## config.mk

```make
export PLATFORM = sky130hd
export DESIGN_NAME = reset_sequencer_flat
export DESIGN_NICKNAME = d
export VERILOG_FILES = /design/src/rtl/reset_sequencer_if.sv /design/src/rtl/reset_sequencer.sv /design/src/flat_wrapper.sv
export SDC_FILE = /design/constraint.sdc
export NUM_CORES = 1
export LEC_CHECK = 0
export ABC_CLOCK_PERIOD_IN_PS = 2300
export CORE_MARGIN = 2
export CORE_UTILIZATION = 58
export CTS_CLUSTER_SIZE = 16
export DETAILED_ROUTE_END_ITERATION = 6
export HOLD_SLACK_MARGIN = 0.02
export PLACE_DENSITY = 0.8
export SYNTH_ARGS = -nofsm -noshare
export SYNTH_HDL_FRONTEND = slang
export SYNTH_SLANG_ARGS = --single-unit
export TNS_END_PERCENT = 5
```

## constraint.sdc

```tcl
create_clock -name pll_clk -period 2.3 [get_ports pll_clk]
set_input_delay 0.345 -clock pll_clk [delete_from_list [all_inputs] [get_ports pll_clk]]
set_output_delay 0.345 -clock pll_clk [all_outputs]
set_load 0.01 [all_outputs]
```

## src/rtl/reset_sequencer_if.sv

```systemverilog
// Reset-sequencer bundle: soft restart request, per-stage ready/reset and status.
// master is the sequencer side; slave is the downstream-domain / controller side.
interface reset_sequencer_if #(
  parameter int NUM_STAGES = 4
);
  logic                  soft_rst_req;
  logic [NUM_STAGES-1:0] stage_ready;
  logic [NUM_STAGES-1:0] stage_rst;
  logic                  seq_done;
  logic                  seq_error;
  logic [2:0]            err_stage;

  modport master (
    input  soft_rst_req,
    input  stage_ready,
    output stage_rst,
    output seq_done,
    output seq_error,
    output err_stage
  );

  modport slave (
    output soft_rst_req,
    output stage_ready,
    input  stage_rst,
    input  seq_done,
    input  seq_error,
    input  err_stage
  );
endinterface

```

## src/rtl/reset_sequencer.sv

```systemverilog
// Releases NUM_STAGES reset domains in ascending order after a fixed hold,
// waiting for each stage's ready with a timeout; faults re-assert every reset.
module reset_sequencer #(
  parameter int NUM_STAGES     = 4,
  parameter int HOLD_CYCLES    = 16,
  parameter int TIMEOUT_CYCLES = 1024
) (
  input  logic                pll_clk,
  input  logic                sync_rst,
  reset_sequencer_if.master   bus
);

  typedef enum logic [1:0] {
    ST_HOLD,
    ST_WAIT,
    ST_DONE,
    ST_ERROR
  } state_e;

  localparam logic [15:0]           HOLD_LAST    = 16'(HOLD_CYCLES);
  localparam logic [15:0]           TIMEOUT_LAST = 16'(TIMEOUT_CYCLES - 1);
  localparam logic [2:0]            LAST_IDX     = 3'(NUM_STAGES - 1);
  localparam logic [NUM_STAGES-1:0] ALL_ONES     = '1;

  state_e                state_q, state_d;
  logic [2:0]            idx_q, idx_d;
  logic [15:0]           cnt_q, cnt_d;
  logic [NUM_STAGES-1:0] stage_rst_q, stage_rst_d;
  logic                  seq_done_q, seq_done_d;
  logic                  seq_error_q, seq_error_d;
  logic [2:0]            err_stage_q, err_stage_d;

  logic [7:0] ready_ext;
  logic [2:0] low_idx;
  logic       all_ready;

  // Zero-extend so idx can index ready for any NUM_STAGES without width games.
  always_comb begin
    ready_ext = '0;
    ready_ext[NUM_STAGES-1:0] = bus.stage_ready;
  end

  always_comb begin
    low_idx = '0;
    for (int i = NUM_STAGES - 1; i >= 0; i--) begin
      if (!bus.stage_ready[i]) low_idx = 3'(i);
    end
  end

  assign all_ready = &bus.stage_ready;

  // NOTE: every _d gets a default from its _q first, so no path leaves a latch.
  always_comb begin
    state_d     = state_q;
    idx_d       = idx_q;
    cnt_d       = cnt_q;
    stage_rst_d = stage_rst_q;
    seq_done_d  = seq_done_q;
    seq_error_d = seq_error_q;
    err_stage_d = err_stage_q;

    if (bus.soft_rst_req) begin
      state_d     = ST_HOLD;
      stage_rst_d = ALL_ONES;
      seq_done_d  = 1'b0;
      seq_error_d = 1'b0;
      err_stage_d = '0;
      idx_d       = '0;
      cnt_d       = '0;
    end else begin
      unique case (state_q)
        ST_HOLD: begin
          stage_rst_d = ALL_ONES;
          // cnt holds the number of hold edges already taken.
          if (cnt_q == HOLD_LAST) begin
            stage_rst_d = ALL_ONES << 1;
            idx_d       = '0;
            cnt_d       = '0;
            state_d     = ST_WAIT;
          end else begin
            cnt_d = cnt_q + 16'd1;
          end
        end

        ST_WAIT: begin
          if (ready_ext[idx_q]) begin
            cnt_d = '0;
            if (idx_q == LAST_IDX) begin
              state_d    = ST_DONE;
              seq_done_d = 1'b1;
            end else begin
              // Released stages form a low contiguous run; shifting frees the next one.
              stage_rst_d = stage_rst_q << 1;
              idx_d       = idx_q + 3'd1;
            end
          end else if (cnt_q == TIMEOUT_LAST) begin
            state_d     = ST_ERROR;
            seq_error_d = 1'b1;
            seq_done_d  = 1'b0;
            err_stage_d = idx_q;
            stage_rst_d = ALL_ONES;
          end else begin
            cnt_d = cnt_q + 16'd1;
          end
        end

        ST_DONE: begin
          if (!all_ready) begin
            state_d     = ST_ERROR;
            seq_error_d = 1'b1;
            seq_done_d  = 1'b0;
            err_stage_d = low_idx;
            stage_rst_d = ALL_ONES;
          end
        end

        ST_ERROR: begin
          stage_rst_d = ALL_ONES;
        end
      endcase
    end
  end

  // NOTE: sequential state uses non-blocking assignments so all registers update together.
  always_ff @(posedge pll_clk) begin
    if (sync_rst) begin
      state_q     <= ST_HOLD;
      idx_q       <= '0;
      cnt_q       <= '0;
      stage_rst_q <= ALL_ONES;
      seq_done_q  <= 1'b0;
      seq_error_q <= 1'b0;
      err_stage_q <= '0;
    end else begin
      state_q     <= state_d;
      idx_q       <= idx_d;
      cnt_q       <= cnt_d;
      stage_rst_q <= stage_rst_d;
      seq_done_q  <= seq_done_d;
      seq_error_q <= seq_error_d;
      err_stage_q <= err_stage_d;
    end
  end

  assign bus.stage_rst = stage_rst_q;
  assign bus.seq_done  = seq_done_q;
  assign bus.seq_error = seq_error_q;
  assign bus.err_stage = err_stage_q;

endmodule

```

## src/flat_wrapper.sv

```systemverilog
// flat-port wrapper written by rule: the top's interface ports become plain ports
module reset_sequencer_flat 
#(
  parameter int NUM_STAGES     = 4,
  parameter int HOLD_CYCLES    = 16,
  parameter int TIMEOUT_CYCLES = 1024
)
  (pll_clk, sync_rst, bus_soft_rst_req, bus_stage_ready, bus_stage_rst, bus_seq_done, bus_seq_error, bus_err_stage);
  reset_sequencer_if #(.NUM_STAGES(NUM_STAGES)) bus_i ();
  input  logic pll_clk;
  input  logic sync_rst;
  input wire logic [$bits(bus_i.soft_rst_req)-1:0] bus_soft_rst_req;
  input wire logic [$bits(bus_i.stage_ready)-1:0] bus_stage_ready;
  output wire logic [$bits(bus_i.stage_rst)-1:0] bus_stage_rst;
  output wire logic [$bits(bus_i.seq_done)-1:0] bus_seq_done;
  output wire logic [$bits(bus_i.seq_error)-1:0] bus_seq_error;
  output wire logic [$bits(bus_i.err_stage)-1:0] bus_err_stage;
  assign bus_i.soft_rst_req = bus_soft_rst_req;
  assign bus_i.stage_ready = bus_stage_ready;
  assign bus_stage_rst = bus_i.stage_rst;
  assign bus_seq_done = bus_i.seq_done;
  assign bus_seq_error = bus_i.seq_error;
  assign bus_err_stage = bus_i.err_stage;
  reset_sequencer #(.NUM_STAGES(NUM_STAGES), .HOLD_CYCLES(HOLD_CYCLES), .TIMEOUT_CYCLES(TIMEOUT_CYCLES)) u_core (.pll_clk(pll_clk), .sync_rst(sync_rst), .bus(bus_i));
endmodule
```

==> impl_metrics.prom, run 1 <==
# TYPE chip_impl_metric gauge
chip_impl_metric{name="detail-route-antenna-nets",unit=""} 0
chip_impl_metric{name="largest_net_degree_at_the_start_of_global_routing",unit=""} 20
chip_impl_metric{name="place_inst",unit=""} 294
chip_impl_metric{name="cts_buffers",unit=""} 5
chip_impl_metric{name="vias_per_cell",unit=""} 6.01
chip_impl_metric{name="r2r_setup_slack",unit="ps"} 240
chip_impl_info{name="unrepaired_setup_endpoints_after_global_routing",value="false"} 1
chip_impl_metric{name="globalRouteOverflowTotal",unit=""} 0
chip_impl_metric{name="synth.ff_latch_count",unit=""} 30
chip_impl_info{name="timing_worst_setup_path_type",value="flip-flop to flip-flop"} 1
chip_impl_metric{name="syn-cell-area",unit="um2"} 1970
chip_impl_metric{name="clock_insertion_delay_worst_skew",unit="ps"} 340
chip_impl_metric{name="wire_per_inst",unit="um"} 14.5
chip_impl_metric{name="cts_max_path_buffers",unit=""} 2
chip_impl_metric{name="clkSlewWorstSetupHoldPaths",unit="ps"} 100
chip_impl_info{name="hold_path.startpoint",value="u_core.bus.seq_done$_SDFFE_PP0P_"} 1
chip_impl_info{name="synthMostInstantiatedCell",value="dfxtp_1"} 1
chip_impl_metric{name="setup_violations",unit=""} 0
chip_impl_info{name="rr_endpoint",value="u_core.cnt_q[2]$_SDFFE_PP0P_"} 1
chip_impl_metric{name="routed-via-count",unit=""} 1816
chip_impl_metric{name="grt_first_pass_wirelength",unit="um"} 7580
chip_impl_metric{name="tns",unit="ps"} 0
chip_impl_metric{name="route.detailed.drc",unit=""} 0
chip_impl_metric{name="final-instance-count-excl-fill",unit=""} 302
chip_impl_metric{name="synth.top_cell.area_share",unit="%"} 30.4
chip_impl_info{name="synth-main-ff-cell",value="dfxtp_1"} 1
chip_impl_metric{name="crit_fanout",unit=""} 7
chip_impl_metric{name="vdd_drop_max",unit="mV"} 0.220
chip_impl_metric{name="dpl.hpwl",unit="um"} 3260
chip_impl_metric{name="p_leak",unit="nW"} 0.760
chip_impl_metric{name="initial_util",unit="%"} 59.6
chip_impl_metric{name="core-area",unit="um2"} 3310
chip_impl_metric{name="data_arrival_time_of_the_worst_path",unit="ps"} 2270
chip_impl_info{name="cp-start-kind",value="flip-flop"} 1
chip_impl_metric{name="post_cts_resized",unit=""} 0
chip_impl_info{name="status",value="finished, final reports clean"} 1
chip_impl_metric{name="gr-usage-all-layers",unit="%"} 24.3
chip_impl_metric{name="timing.critical_path.required",unit="ps"} 2510
chip_impl_metric{name="area_growth_syn_to_layout",unit="%"} 12.6
chip_impl_metric{name="syn_area_per_cell",unit="um2"} 8.36
chip_impl_metric{name="grt_antenna_before_repair",unit=""} 0
chip_impl_metric{name="row_count",unit=""} 21
chip_impl_metric{name="slew_headroom",unit="%"} 68.7
chip_impl_info{name="holdCritPathClass",value="flip-flop to flip-flop"} 1
chip_impl_info{name="hold_path_end",value="u_core.bus.seq_done$_SDFFE_PP0P_"} 1
chip_impl_metric{name="wirelength",unit="um"} 4380
chip_impl_metric{name="finalMaxSlewViolations",unit=""} 0
chip_impl_metric{name="crit_share_post_route",unit="%"} 89.6
chip_impl_info{name="worst_r2r_startpoint",value="u_core.cnt_q[0]$_SDFFE_PP0P_"} 1
chip_impl_metric{name="postCtsHoldBufs",unit=""} 0
chip_impl_metric{name="max_freq",unit="MHz"} 485
chip_impl_metric{name="gp_routability_congestion",unit=""} 0.855
chip_impl_info{name="yosys-top-cells-area",value="dfxtp_1 30%, ha_1 5.7%, o21ai_0 5.6%"} 1
chip_impl_metric{name="drt-initial-drc-count",unit=""} 132
chip_impl_metric{name="fp.dieArea",unit="um2"} 3880
chip_impl_metric{name="number_of_enable_flip_flop_cells_after_synthesis",unit=""} 0
chip_impl_metric{name="cts-htree-levels",unit=""} 2
chip_impl_metric{name="r2r_cells",unit=""} 7
chip_impl_info{name="cell_taking_the_most_area_after_synthesis",value="dfxtp_1"} 1
chip_impl_info{name="endpoint_kind",value="flip-flop"} 1
chip_impl_info{name="cts_root_buf",value="clkbuf_4"} 1
chip_impl_metric{name="postCtsSetupRepairBufs",unit=""} 0
chip_impl_metric{name="die_x",unit="um"} 62.3
chip_impl_metric{name="max_cap_viol_count",unit=""} 0
chip_impl_info{name="clock_tree_from_tritoncts",value="built"} 1
chip_impl_metric{name="hold_path_depth",unit=""} 2
chip_impl_metric{name="drt_pass1_iterations",unit=""} 4
chip_impl_metric{name="io-pin-count",unit=""} 16
chip_impl_metric{name="placement.io_buffers",unit=""} 15
chip_impl_metric{name="antenna_cells_inserted",unit=""} 0
chip_impl_metric{name="share_of_the_yosys_chip_area_belonging_to_registers",unit="%"} 30.4
chip_impl_metric{name="report.final.hold_viol_count",unit=""} 0
chip_impl_metric{name="fillCellCount",unit=""} 303
chip_impl_info{name="ys_top_cells_by_count",value="30 x dfxtp_1, 28 x nand2_1, 22 x o21ai_0"} 1
chip_impl_metric{name="final_net_count",unit=""} 271
chip_impl_metric{name="asyncSetResetFlopFracSynth",unit="%"} 0
chip_impl_metric{name="synth.net_count",unit=""} 252
chip_impl_metric{name="synthDistinctLibCells",unit=""} 56
chip_impl_metric{name="power.density_cell_area",unit="nW/um2"} 416
chip_impl_metric{name="synth_warnings",unit=""} 0
chip_impl_metric{name="clock-skew-final",unit="ps"} 6.39
chip_impl_metric{name="grt_pass1_vias",unit=""} 1603
chip_impl_metric{name="drive_above_1_share",unit="%"} 13.3
chip_impl_metric{name="cts_sinks",unit=""} 30
chip_impl_metric{name="syn_inst_count",unit=""} 236
chip_impl_metric{name="worst_pin_slew",unit="ps"} 465
chip_impl_metric{name="fp.dieH",unit="um"} 62.3
chip_impl_metric{name="post-route-min-period",unit="ps"} 2060
[layout make-up]
cell class	count	area (um2)	share of cell area, %
clock buffers	7	55.1	2.48
clock inverters	1	5.00	0.225
inverters	12	45.0	2.03
multi-input cells	186	1270	57.2
flip-flops and latches	30	601	27.0
well taps	46	57.6	2.59
repair buffers	20	188	8.45
[report_power, final]
group / leakage (nW) / total [mW] / switching, mW / internal, mW
clock: 0.0353 / 0.344 / 0.196 / 0.148
combinational: 0.483 / 0.0564 / 0.0339 / 0.0225
sequential: 0.242 / 0.524 / 0.00325 / 0.521
[logic make-up (layout without fill, tap and decap cells)]
logic type / Yosys count / after routing / share of synthesized area (%)
adders and majority gates: 9 / 9 / 5.71
and+or+nand+nor: 106 / 106 / 32.9
muxes: 3 / 3 / 1.52
AOI/OAI and AO/OA: 68 / 68 / 24.3
DFF: 30 / 30 / 30.4
buffers and inverters: 20 / 40 / 5.14
[sequential cells by signal, indices dropped and copies added (netlist names)]
register,count
u_core.cnt_q,16
u_core.bus.stage_rst,4
u_core.bus.err_stage,3
u_core.idx_q,3
u_core.state_q,2
u_core.bus.seq_done,1
u_core.bus.seq_error,1
[critical path: stages, from the launching register on]
cell	delay (ps)
dfxtp_1	390
inv_1	90
ha_1	140
nor4b_2	250
and4_1	410
nand2_1	150
o21ai_0	360
o32ai_1	130
[metrics by stage]
step | hold WS, ps | area (um2) | worst slack, ps | total power [mW] | util (%)
after detailed placement | 445 | 2160 | 55.6 | 0.592 | 65.3
after global placement | 444 | 2160 | 139 | 0.592 | 65.3
after global routing | 487 | 2220 | 97.1 | 0.969 | 67.1
after CTS | 460 | 2220 | 258 | 0.925 | 67.1
after floorplan | 461 | 1970 | 511 | 0.569 | -
final | 458 | 2220 | 240 | 0.925 | 67.1
[cells in the final DEF, fill, tap and decap left out, drive strengths merged, types with 2 or more instances in the layout]
master / n
o22ai: 4
a31oi: 7
a21o: 2
o21ai: 22
o32ai: 5
mux2i: 3
and3: 3
or2: 4
ha: 9
nor4b: 2
dfxtp: 30
nand2: 30
a21oi: 8
clkbuf: 7
a22oi: 2
and4: 2
inv: 12
o211ai: 4
nand4: 11
clkdlybuf4s50: 15
nand2b: 3
o31ai: 7
nand3: 14
nor3: 7
nor4: 4
or3: 2
nor2: 15
a31o: 2
nor2b: 2
buf: 5
[worst max path at each step]
stage | slack (ps) | end | from
detailed placement | 60 | u_core.cnt_q[10]$_SDFFE_PP0P_ | bus_stage_ready[2]
global route | 100 | u_core.bus.stage_rst[1]$_SDFFE_PP1P_ | u_core.idx_q[0]$_SDFFE_PP0P_
CTS | 260 | u_core.cnt_q[10]$_SDFFE_PP0P_ | u_core.cnt_q[0]$_SDFFE_PP0P_
floorplan | 510 | u_core.bus.stage_rst[2]$_SDFFE_PP1P_ | u_core.idx_q[0]$_SDFFE_PP0P_
finish | 240 | u_core.cnt_q[2]$_SDFFE_PP0P_ | u_core.cnt_q[0]$_SDFFE_PP0P_
global placement | 140 | u_core.state_q[0]$_SDFFE_PP0P_ | bus_stage_ready[1]
[per-layer routing]
layer	up-vias	share of wire (%)	GRT usage (%)
met5	-	0	0
met3	7	5.8	7.25
met4	0	1.1	6.67
li1	928	-	-
met2	47	43	37.4
met1	834	50	33.3
Note: power is estimated with default switching activity, not from simulation.
==> run 2: changes to the inputs <==
CTS_BUF_LIST = sky130_fd_sc_hd__clkbuf_16   (was unset)
RECOVER_POWER = 50   (was unset)
==> run 2 against run 1 <==
Compared with the run above:
- critical path depth is the same
- clock skew down 0.96 ps
- hold slack worse by 8.6 ps
- fmax fell by 1.3%
- die area did not move
- register-to-register slack improved by 20 ps
- global-route usage up 0.38 points
- clock-buffer cell count decreased by 2
==> impl_metrics.prom, run 2 (synthesized netlist as in run 1, its figures left out) <==
# TYPE chip_impl_metric gauge
chip_impl_metric{name="post_cts_resized",unit=""} 0
chip_impl_info{name="worst_setup_path_endpoint",value="u_core.cnt_q[10]$_SDFFE_PP0P_"} 1
chip_impl_metric{name="met1_length",unit="um"} 2150
chip_impl_metric{name="dpl.hpwl",unit="um"} 3260
chip_impl_metric{name="route.detailed.drc",unit=""} 0
chip_impl_metric{name="cts_max_path_buffers",unit=""} 2
chip_impl_metric{name="worst_pin_slew",unit="ps"} 475
chip_impl_metric{name="vias_per_cell",unit=""} 6.08
chip_impl_metric{name="die_x",unit="um"} 62.3
chip_impl_info{name="top_register",value="u_core.cnt_q"} 1
chip_impl_metric{name="core-area",unit="um2"} 3310
chip_impl_metric{name="r2r_setup_slack",unit="ps"} 260
chip_impl_metric{name="grt_antenna_before_repair",unit=""} 0
chip_impl_info{name="holdCritPathClass",value="flip-flop to flip-flop"} 1
chip_impl_metric{name="drt-initial-drc-count",unit=""} 132
chip_impl_metric{name="largest_register_ff_count",unit=""} 16
chip_impl_metric{name="max_freq",unit="MHz"} 479
chip_impl_metric{name="antenna_cells_inserted",unit=""} 0
chip_impl_metric{name="drive_above_1_share",unit="%"} 12.1
chip_impl_info{name="cp-start-kind",value="primary input"} 1
chip_impl_metric{name="timing.critical_path.required",unit="ps"} 2520
chip_impl_metric{name="gr-usage-all-layers",unit="%"} 24.7
chip_impl_metric{name="grt_first_pass_wirelength",unit="um"} 7710
chip_impl_info{name="top_layer_used",value="met4"} 1
chip_impl_metric{name="vdd_drop_max",unit="mV"} 0.340
chip_impl_metric{name="postCtsSetupRepairBufs",unit=""} 0
chip_impl_info{name="timing.critical_path.from",value="bus_stage_ready[0]"} 1
chip_impl_metric{name="clkSlewWorstSetupHoldPaths",unit="ps"} 50
chip_impl_metric{name="fillCellCount",unit=""} 299
chip_impl_info{name="status",value="finished, final reports clean"} 1
chip_impl_metric{name="placement.io_buffers",unit=""} 15
chip_impl_info{name="worst_r2r_startpoint",value="u_core.cnt_q[0]$_SDFFE_PP0P_"} 1
chip_impl_metric{name="total_power",unit="mW"} 1.19
chip_impl_metric{name="p_leak",unit="nW"} 0.794
chip_impl_info{name="cts_root_buf",value="clkbuf_16"} 1
chip_impl_info{name="mostFrequentLayoutCells",value="30 x dfxtp_1, 29 x nand2_1, 22 x o21ai_0, 14 x nand3_1, 14 x nor2_1"} 1
chip_impl_metric{name="detail-route-antenna-nets",unit=""} 0
chip_impl_metric{name="met3_wire_len",unit="um"} 199
chip_impl_metric{name="globalRouteOverflowTotal",unit=""} 0
chip_impl_metric{name="fp.dieH",unit="um"} 62.3
chip_impl_metric{name="finalMaxSlewViolations",unit=""} 0
chip_impl_metric{name="data_arrival_time_of_the_worst_path",unit="ps"} 2310
chip_impl_metric{name="wirelength",unit="um"} 4410
chip_impl_metric{name="setup_violations",unit=""} 0
chip_impl_metric{name="place_inst",unit=""} 294
chip_impl_info{name="rr_endpoint",value="u_core.cnt_q[2]$_SDFFE_PP0P_"} 1
chip_impl_metric{name="routed-via-count",unit=""} 1836
chip_impl_metric{name="final-instance-count-excl-fill",unit=""} 302
chip_impl_metric{name="cts_sinks",unit=""} 30
chip_impl_metric{name="whs",unit="ps"} 449
chip_impl_info{name="endpoint_kind",value="flip-flop"} 1
chip_impl_metric{name="fp.dieArea",unit="um2"} 3880
chip_impl_metric{name="initial_util",unit="%"} 59.6
chip_impl_metric{name="cts-htree-levels",unit=""} 2
chip_impl_metric{name="row_count",unit=""} 21
chip_impl_metric{name="cts_buffers",unit=""} 5
chip_impl_metric{name="clock_insertion_delay_worst_skew",unit="ps"} 280
chip_impl_metric{name="area_growth_syn_to_layout",unit="%"} 15.5
chip_impl_metric{name="wire_per_inst",unit="um"} 14.6
chip_impl_metric{name="slew_headroom",unit="%"} 68.0
chip_impl_metric{name="crit_share_post_route",unit="%"} 90.7
chip_impl_metric{name="report.final.hold_viol_count",unit=""} 0
chip_impl_metric{name="power.density_cell_area",unit="nW/um2"} 523
chip_impl_metric{name="gp_routability_congestion",unit=""} 0.855
chip_impl_metric{name="io-pin-count",unit=""} 16
chip_impl_metric{name="crit_fanout",unit=""} 14
chip_impl_info{name="final_common_cell",value="dfxtp_1"} 1
chip_impl_metric{name="drt_pass1_iterations",unit=""} 4
chip_impl_info{name="clock_tree_from_tritoncts",value="built"} 1
chip_impl_metric{name="post-route-min-period",unit="ps"} 2090
chip_impl_metric{name="clock-skew-final",unit="ps"} 5.44
chip_impl_info{name="timing_worst_setup_path_type",value="primary input to flip-flop"} 1
chip_impl_metric{name="grt_pass1_vias",unit=""} 1643
chip_impl_metric{name="max_cap_viol_count",unit=""} 0
chip_impl_info{name="unrepaired_setup_endpoints_after_global_routing",value="false"} 1
chip_impl_metric{name="postCtsHoldBufs",unit=""} 0
chip_impl_metric{name="final_net_count",unit=""} 271
chip_impl_metric{name="r2r_cells",unit=""} 7
chip_impl_metric{name="tns",unit="ps"} 0
chip_impl_metric{name="largest_net_degree_at_the_start_of_global_routing",unit=""} 20
chip_impl_metric{name="wl_met2",unit="um"} 2000
## run 2: metrics by stage
stage	setup slack (ps)	util (%)	area, um2
global route	59.7	68.9	2280
detailed placement	55.6	65.3	2160
global placement	139	65.3	2160
CTS	270	69.5	2300
finish	213	68.9	2280
floorplan	511	-	1970
## run 2: critical path: stages
cell and delay [ps]:
dlygate4sd3_1 580, mux2i_1 290, o22ai_2 210, o32ai_4 280
nand2_2 240, nor4_1 250, a21o_1 120
## run 2: power by group
| group | leakage (nW) | internal, mW | total, mW | switching (mW) |
|---|---|---|---|---|
| registers | 0.242 | 0.522 | 0.526 | 0.00324 |
| clock network | 0.0724 | 0.390 | 0.612 | 0.223 |
| logic | 0.479 | 0.0222 | 0.0554 | 0.0332 |
| total | 0.794 | 0.934 | 1.19 | 0.259 |
## run 2: area by class of cell
cell class	instances	area (um2)	area share, %
Timing Repair Buffer	20	188	8.23
Clock inverter	3	12.5	0.549
Tap cell	46	57.6	2.52
Clock buffer	5	125	5.49
Sequential cell	30	601	26.3
Multi-Input combinational cell	186	1250	54.9
Inverter	12	45.0	1.98
## run 2: per-layer routing
layer  track usage (%)  vias up
met1              33.3      854
met3              3.80        6
met2              38.9       47
li1                  -      929
met4              11.7        0
met5                 0        -
## run 2: worst min-delay path by stage
stage,from,to,slack [ps],depth (start not counted)
final,u_core.bus.seq_done$_SDFFE_PP0P_,u_core.bus.seq_done$_SDFFE_PP0P_,450,2
after global routing,u_core.bus.seq_done$_SDFFE_PP0P_,u_core.bus.seq_done$_SDFFE_PP0P_,480,2
after CTS,u_core.bus.seq_done$_SDFFE_PP0P_,u_core.bus.seq_done$_SDFFE_PP0P_,450,2
after detailed placement,u_core.bus.seq_done$_SDFFE_PP0P_,u_core.bus.seq_done$_SDFFE_PP0P_,450,2
after global placement,u_core.bus.seq_done$_SDFFE_PP0P_,u_core.bus.seq_done$_SDFFE_PP0P_,440,2
after floorplan,u_core.cnt_q[15]$_SDFFE_PP0P_,u_core.cnt_q[15]$_SDFFE_PP0P_,460,2
